==> src/rtl/serial2tcp_pkg.sv <==
// Shared types and constants for the serial2tcp transmit arbiter.
// The FSM encoding and tag constant are also used when SERIAL2TCP_ARB_TAG_EN is set.
package serial2tcp_pkg;

  typedef enum logic [1:0] {
    ST_IDLE = 2'd0,
    ST_TAG  = 2'd1,
    ST_PASS = 2'd2
  } arb_state_e;

  localparam logic [7:0] TAG_BASE = 8'hC0;

  // Index width, never below one bit
  function automatic int clog2(input int v);
    int r;
    r = 0;
    while ((1 << r) < v) r++;
    return (r < 1) ? 1 : r;
  endfunction

endpackage

==> src/rtl/serial2tcp_rr_pick.sv <==
// Combinational round-robin picker: first set request at or above ptr,
// wrapping around to index 0.
module serial2tcp_rr_pick #(
  parameter int N = 4,
  parameter int W = 2
) (
  input  logic [N-1:0] req,
  input  logic [W-1:0] ptr,
  output logic         found,
  output logic [W-1:0] idx
);

  always_comb begin
    found = 1'b0;
    idx   = '0;
    for (int i = 0; i < N; i++) begin
      if (!found && req[(int'(ptr) + i) % N]) begin
        found = 1'b1;
        idx   = W'((int'(ptr) + i) % N);
      end
    end
  end

endmodule

==> src/rtl/serial2tcp_tx_arbiter.sv <==
// Burst-granular round-robin arbiter sharing one serial2tcp sink stream.
// Define SERIAL2TCP_ARB_TAG_EN to prefix each grant with a TAG_BASE|id byte.
module serial2tcp_tx_arbiter
  import serial2tcp_pkg::*;
#(
  parameter int NUM_REQ   = 4,
  parameter int MAX_BURST = 16,
  localparam int GW = clog2(NUM_REQ),
  localparam int CW = clog2(MAX_BURST + 1)
) (
  input  logic                 sys_clk,
  input  logic                 sys_rst_n,
  input  logic [NUM_REQ-1:0]   req_valid,
  output logic [NUM_REQ-1:0]   req_ready,
  input  logic [8*NUM_REQ-1:0] req_data,
  input  logic [NUM_REQ-1:0]   req_last,
  output logic                 sink_valid,
  input  logic                 sink_ready,
  output logic [7:0]           sink_data,
  output logic [GW-1:0]        grant_id,
  output logic                 busy
);

  arb_state_e    state_q, state_d;
  logic [GW-1:0] gnt_q, gnt_d;
  logic [GW-1:0] rr_q, rr_d;
  logic [CW-1:0] cnt_q, cnt_d;
  logic [CW-1:0] cnt_inc;
  logic [GW-1:0] gnt_nxt;
  logic          pick_found;
  logic [GW-1:0] pick_idx;
  logic          xfer;

  serial2tcp_rr_pick #(
    .N (NUM_REQ),
    .W (GW)
  ) u_pick (
    .req   (req_valid),
    .ptr   (rr_q),
    .found (pick_found),
    .idx   (pick_idx)
  );

  assign cnt_inc = cnt_q + CW'(1);
  assign gnt_nxt = (gnt_q == GW'(NUM_REQ - 1)) ? '0 : gnt_q + GW'(1);
  assign xfer    = req_valid[gnt_q] & sink_ready;

  always_comb begin
    state_d    = state_q;
    gnt_d      = gnt_q;
    rr_d       = rr_q;
    cnt_d      = cnt_q;
    sink_valid = 1'b0;
    sink_data  = 8'h00;
    req_ready  = '0;
    unique case (state_q)
      ST_IDLE: begin
        if (pick_found) begin
          gnt_d = pick_idx;
          cnt_d = '0;
`ifdef SERIAL2TCP_ARB_TAG_EN
          state_d = ST_TAG;
`else
          state_d = ST_PASS;
`endif
        end
      end
`ifdef SERIAL2TCP_ARB_TAG_EN
      ST_TAG: begin
        sink_valid = 1'b1;
        sink_data  = TAG_BASE | 8'(gnt_q);
        if (sink_ready) state_d = ST_PASS;
      end
`endif
      ST_PASS: begin
        sink_valid       = req_valid[gnt_q];
        sink_data        = req_data[8*gnt_q +: 8];
        req_ready[gnt_q] = sink_ready;
        if (xfer) begin
          cnt_d = cnt_inc;
          // last and MAX_BURST together still end the grant only once
          if (req_last[gnt_q] || cnt_inc == CW'(MAX_BURST)) begin
            rr_d    = gnt_nxt;
            state_d = ST_IDLE;
          end
        end
      end
      default: state_d = ST_IDLE;
    endcase
  end

  always_ff @(posedge sys_clk or negedge sys_rst_n) begin
    if (!sys_rst_n) begin
      state_q <= ST_IDLE;
      gnt_q   <= '0;
      rr_q    <= '0;
      cnt_q   <= '0;
    end else begin
      state_q <= state_d;
      gnt_q   <= gnt_d;
      rr_q    <= rr_d;
      cnt_q   <= cnt_d;
    end
  end

  assign grant_id = gnt_q;
  assign busy     = (state_q != ST_IDLE);

endmodule

==> config.mk <==
export PLATFORM = sky130hd
export DESIGN_NAME = serial2tcp_tx_arbiter
export DESIGN_NICKNAME = d
export VERILOG_FILES = /design/src/rtl/serial2tcp_pkg.sv /design/src/rtl/serial2tcp_rr_pick.sv /design/src/rtl/serial2tcp_tx_arbiter.sv
export SDC_FILE = /design/constraint.sdc
export NUM_CORES = 1
export LEC_CHECK = 0
export ABC_AREA = 1
export CAP_MARGIN = 20
export CORE_AREA = 10 10 70 72
export CTS_BUF_LIST = sky130_fd_sc_hd__clkbuf_8
export CTS_CLUSTER_SIZE = 14
export DETAILED_ROUTE_END_ITERATION = 12
export DIE_AREA = 0 0 80 82
export GPL_TIMING_DRIVEN = 0
export PLACE_DENSITY_LB_ADDON = 0.08
export SYNTH_ARGS = -nofsm -noshare
export SYNTH_HDL_FRONTEND = slang
export SYNTH_SLANG_ARGS = --single-unit
export TNS_END_PERCENT = 5
==> constraint.sdc <==
create_clock -name sys_clk -period 3.18 [get_ports sys_clk]
set_input_delay 0.636 -clock sys_clk [delete_from_list [all_inputs] [get_ports sys_clk]]
set_output_delay 0.636 -clock sys_clk [all_outputs]
set_load 0.02 [all_outputs]
### Word-level counts from Yosys, hierarchy flattened

Cells that the tools add are included.

| word-level totals | value |
|---|---|
| bits of input ports | 43 |
| register bits after elaboration | 11 |

| cells by class | value |
|---|---|
| multiplexer cells | 36 |
| shifts and indexed selects | 1 |
| order comparisons | 6 |
| reductions and logical operators | 18 |
| $add $sub $neg | 5 |
| bitwise operators | 5 |
| equality and inequality tests | 6 |

Operators with widths:

| cell | count |
|---|---|
| 32-bit by 6-bit indexed part select with 8-bit output | 1 |
| 2-bit two-way mux | 8 |
| 1-bit two-way mux | 15 |
| 1-bit binary-select mux with 2-bit select | 6 |
| 3-bit by 4-bit < comparator with 1-bit output (second input constant) | 3 |
| 5-bit two-way mux | 2 |
| 5-bit one-hot mux with 2 select lines | 1 |
| 3-bit AND reduction | 3 |
| 8-bit two-way mux | 1 |
| 2-bit by 3-bit < comparator with 1-bit output (second input constant) | 2 |
| 2-bit inequality test (second input constant) | 3 |
| 2-bit OR reduction | 3 |
| 5-bit by 1-bit adder with 5-bit output (second input constant) | 1 |
| 5-bit equality test (second input constant) | 1 |
| 2-bit by 1-bit adder with 2-bit output (second input constant) | 2 |
| 2-bit adder (second input constant) | 2 |
| 4-bit AND | 1 |
| 2-bit equality test (second input constant) | 2 |
| 1-bit logical AND | 4 |
| 4-bit two-way mux | 1 |
| 2-bit one-hot mux with 2 select lines | 1 |
| 2-bit nonzero test | 2 |
| 1-bit AND (first input constant) | 3 |
| 1-bit logical NOT | 3 |
| other kinds (6) | 6 |

### Logic depth before layout (Yosys ltp)

| logic depth | value |
|---|---|
| depth after elaboration | 16 |
| depth in mapped cells | 11 |
| depth with buffers taken out | 11 |

### Hierarchy

A second synthesis with hierarchy kept.

| second synthesis, totals | value |
|---|---|
| cell total of the unflattened synthesis | 214 |
| area total of the unflattened synthesis | 1303.8 µm² |

By module, submodules not included:

| module | cells an instance | seq. area each (µm²) | area an instance (µm²) | instances |
|---|---|---|---|---|
| serial2tcp_tx_arbiter | 155 | 250.2 | 984.7 | 1 |
| serial2tcp_rr_pick | 59 | 0.0 | 319.1 | 1 |

### Least setup slack after synthesis

Ideal clock, no wire load.

| path | value |
|---|---|
| kind | reg-to-output |
| from | register gnt_q[0], in the netlist grant_id[0] |
| to | output port sink_data[0] |
| path slack | 0.985 ns |
| cell stages (with the launch flop) | 8 |
| arrival | 1.559 ns |
| path through | dfrtp_1 > buf_6 > buf_2 > buf_2 > nor2_1 > nor2_1 > o21ai_1 > a21oi_1 |

| between the ends | value |
|---|---|
| cells in the longest elaborated chain, start to end | 2 |

RTL lines:

| element | line | RTL |
|---|---|---|
| from (decl) | serial2tcp_tx_arbiter.sv:25 | `logic [GW-1:0] gnt_q, gnt_d;` |
| from (signal assigned) | serial2tcp_tx_arbiter.sv:100 | `gnt_q <= gnt_d;` |
| 32-bit by 6-bit indexed part select with 8-bit output | serial2tcp_tx_arbiter.sv:77 | `sink_data = req_data[8*gnt_q +: 8];` |
| 8-bit two-way mux | serial2tcp_tx_arbiter.sv:56 | `unique case (state_q)` |
| to (decl) | serial2tcp_tx_arbiter.sv:19 | `output logic [7:0] sink_data,` |

Every way passes these cells.

### Final worst setup path

| path | value |
|---|---|
| from | register gnt_q[0], in the netlist grant_id[0] |
| to | output port req_ready[0] |

| between the ends | value |
|---|---|
| cells in the longest elaborated chain, start to end | 6 |

RTL lines:

| element | line | RTL |
|---|---|---|
| 2-bit by 3-bit < comparator with 1-bit output (not written as such) or 2-bit by 1-bit greater-or-equal comparator with 1-bit output (tied branches) | serial2tcp_tx_arbiter.sv:78 | `req_ready[gnt_q] = sink_ready;` |
| 1-bit logical AND (not written as such) | serial2tcp_tx_arbiter.sv:78 |  |
| 1-bit two-way mux (not written as such) | serial2tcp_tx_arbiter.sv:78 |  |
| 1-bit demux with 2-bit select (*) | serial2tcp_tx_arbiter.sv:78 |  |
| 4-bit AND (no line) (*) | - |  |
| 4-bit two-way mux (*) | serial2tcp_tx_arbiter.sv:56 |  |
| to (decl) | serial2tcp_tx_arbiter.sv:14 | `output logic [NUM_REQ-1:0] req_ready,` |

Mark *: on every way between the ends. The rest lies on a longest branch, timed or not.

==> results.sh <==
export IMPL_placed_cells_incl_taps=316
export IMPL_overflow=0
export IMPL_rrSetupSlack_ps=1490
export IMPL_synth_nets=258
export IMPL_drive_above_1_share_pct=10.7
export IMPL_drv_slew=0
export IMPL_setup_slack_placement_ps=388
export IMPL_numPortBuffers=58
export IMPL_hold_violations=0
export IMPL_drt_antenna_violating_nets=0
export IMPL_post_synth_xor_area_fraction_pct=1.45
export IMPL_fin_setup_tns_ps=0
export IMPL_max_cap_viols=0
export IMPL_multi_input_area_um2=825
export IMPL_detailroute_via_count=1438
export IMPL_path_max_fanout=11
export IMPL_grt_pass1_vias=1325
export IMPL_yosys_area_share_adder_pct=5.17
export IMPL_main_combinational_cell_family_by_area_after_synthesis="simple AND/OR/NAND/NOR gates"
export IMPL_cts_max_level=1
export IMPL_final_period_utilization_pct=93.7
export IMPL_grt_antenna_before_repair=0
export IMPL_n_antenna_cell=0
export IMPL_finish_net_count=321
export IMPL_r2r_cells=6
export IMPL_power_leakage_nw=0.914
export IMPL_worst_path_largest_cell_delay_ps=640
export IMPL_post_synth_num_cell_types=24
export IMPL_detail_route_first_pass_iterations=5
export IMPL_drt_vias_per_instance=4.51
export IMPL_worst_hold_path_type="flip-flop to flip-flop"
export IMPL_mappedNetlistArea_um2=1210
export IMPL_cp_data_required_time_ps=2540
export IMPL_tritoncts_num_buffers=3
export IMPL_layout_min_cycle_time_ps=2980
export IMPL_hpwl_after_detailed_placement_mm=3.43
export IMPL_clockRootBuffer="clkbuf_8"
export IMPL_grt_pass1_wl_mm=6.46
export IMPL_post_cts_resized_instances=0
export IMPL_routed_wire_length_per_instance_um=13.0
export IMPL_post_cts_setup_buffers=0
export IMPL_slew_headroom_pct=65.7
export IMPL_fp_dieH_um=82
export IMPL_synth_cells=210
export IMPL_initial_utilization_pct=33.8
export IMPL_worstSetupPathType="flip-flop to output port"
export IMPL_post_dp_cell_area_um2=1850
export IMPL_cts_reportedPaths_clkPinSlew_ps=50
export IMPL_ff_latch_area_um2=250
export IMPL_synth_compound_area_share_pct=14.4
export IMPL_holdBufCountCts=0
export IMPL_layout_area_overhead_vs_synth_pct=56.4
export IMPL_cp_cell_sequence="buf_6, inv_2, clkbuf_1, ha_1, inv_1, nor2_1, clkdlybuf4s50_1"
export IMPL_timing_critical_path_arrival_ps=2340
export IMPL_outcome="completed"
export IMPL_power_total_mw=1.59
export IMPL_syn_area_per_cell_um2=5.76
export IMPL_finish_instance_area_um2=1890
export IMPL_finalNonFillerCells=319
export IMPL_synth_ff_latch_count=10
export IMPL_die_area_um2=6560
export IMPL_utilization_pct=52.9
export IMPL_timing_fmax_mhz=336
export IMPL_grt_max_degree=12
export IMPL_row_count=22
export IMPL_fin_worst_skew_ps=1.98
export IMPL_most_common_layout_cells="58 x clkdlybuf4s50_1, 54 x nand2_1, 43 x nor2_1"
export IMPL_holdWs_ps=522
export IMPL_number_of_fill_cells_in_the_layout=358
export IMPL_yosys_area_share_simple_pct=47.2
export IMPL_postLayoutSetupSlackWorst_ps=200
export IMPL_drtIter0Drc=63
export IMPL_core_area_um2=3580
export IMPL_crit_path_end_kind="output port"
export IMPL_final_setup_viol_count=0
export IMPL_ys_warn_count=0
export IMPL_die_x_um=80
export IMPL_gpl_final_weighted_congestion=0.816
export IMPL_cellPowerDensity_nw_per_um2=842
export IMPL_synth_yosys_seq_area_share_pct=20.7
export IMPL_track_usage_pct=12.1
export IMPL_cts_max_path_buffers=2
export IMPL_rsz0062_at_grt="false"
export IMPL_synth_mux_area_fraction_pct=0
export IMPL_vdd_ir_drop_max_mv=0.408
export IMPL_slowest_cell_on_crit_path="clkdlybuf4s50_1"
export IMPL_clkLatencyLatePin_ps=240
export IMPL_drt_drc_violations_left=0
export IMPL_min_path_cells=2
export IMPL_routed_wirelength_mm=4.14
export IMPL_cts_tree="built"
export IMPL_io_pins=59
export IMPL_final_common_cell="clkdlybuf4s50_1"
export IMPL_worst_slew_pin_slew_ps=514
export IMPL_cts_sinks=10
export IMPL_setup_crit_start_kind="flip-flop"
-- cell usage after synthesis, drive strengths merged --
| library cell | n | area [um^2] |
|---|---|---|
| buf | 5 | 37.5 |
| inv | 24 | 90.1 |
| a31oi | 1 | 6.26 |
| o211ai | 1 | 7.51 |
| nand4 | 2 | 12.5 |
| and2 | 1 | 6.26 |
| ha | 5 | 62.6 |
| o21ai | 21 | 105 |
| xor2 | 2 | 17.5 |
| nand3 | 16 | 97.6 |
| clkbuf | 2 | 7.51 |
| a21oi | 11 | 55.1 |
| nor2 | 46 | 190 |
| nand2 | 63 | 264 |
| dfrtp | 10 | 250 |
-- cell families after synthesis --
kind of cell / Yosys count
simple gates: 128
compound gates: 34
buf+inv: 31
flops: 10
fa+ha+maj: 5
xor+xnor: 2
-- worst max-delay path, delay by kind of cell, from the launching register on --
| family | cells | cell delay [ps] |
|---|---|---|
| simple gates | 1 | 90 |
| fa+ha+maj | 1 | 230 |
| flops | 1 | 420 |
| buf+inv | 5 | 1370 |
-- final timing paths --
check / endpoint / startpoint
max: req_ready[0] / grant_id[0]$_DFFE_PN0P_
max in group asynchronous: state_q[1]$_DFFE_PN0P_ / sys_rst_n
min: cnt_q[4]$_DFFE_PN0P_ / cnt_q[4]$_DFFE_PN0P_
min in group asynchronous: cnt_q[4]$_DFFE_PN0P_ / sys_rst_n
max reg2reg: rr_q[1]$_DFFE_PN0P_ / grant_id[0]$_DFFE_PN0P_
min reg2reg: cnt_q[4]$_DFFE_PN0P_ / cnt_q[4]$_DFFE_PN0P_
-- registers in the layout, indices dropped and copies added, names as in the netlist --
register	cells
rr_q	2
grant_id	2
cnt_q	5
state_q	1
-- layer usage --
metal	global-route usage [%]	vias up	routed length, um
met5	0	-	0
li1	-	788	-
met3	2.62	9	180
met1	15.8	610	1910
met2	18.8	31	1970
met4	4.93	0	76
-- area by class of cell --
cell class                 instances  share of cell area (%)
buffer                             7                    2.38
inverter                          24                    4.76
clock buffer                       3                    2.18
multi-input combinational        169                    43.6
tap                               48                    3.17
timing repair buffer              58                    30.7
sequential                        10                    13.2
-- where the power goes --
part | internal, mW | switching, mW | leakage [nW] | total, mW
logic | 0.504 | 0.724 | 0.766 | 1.23
clock network | 0.0831 | 0.0512 | 0.0216 | 0.134
registers | 0.176 | 0.0545 | 0.126 | 0.231
Power figures use the tool's default switching activity.
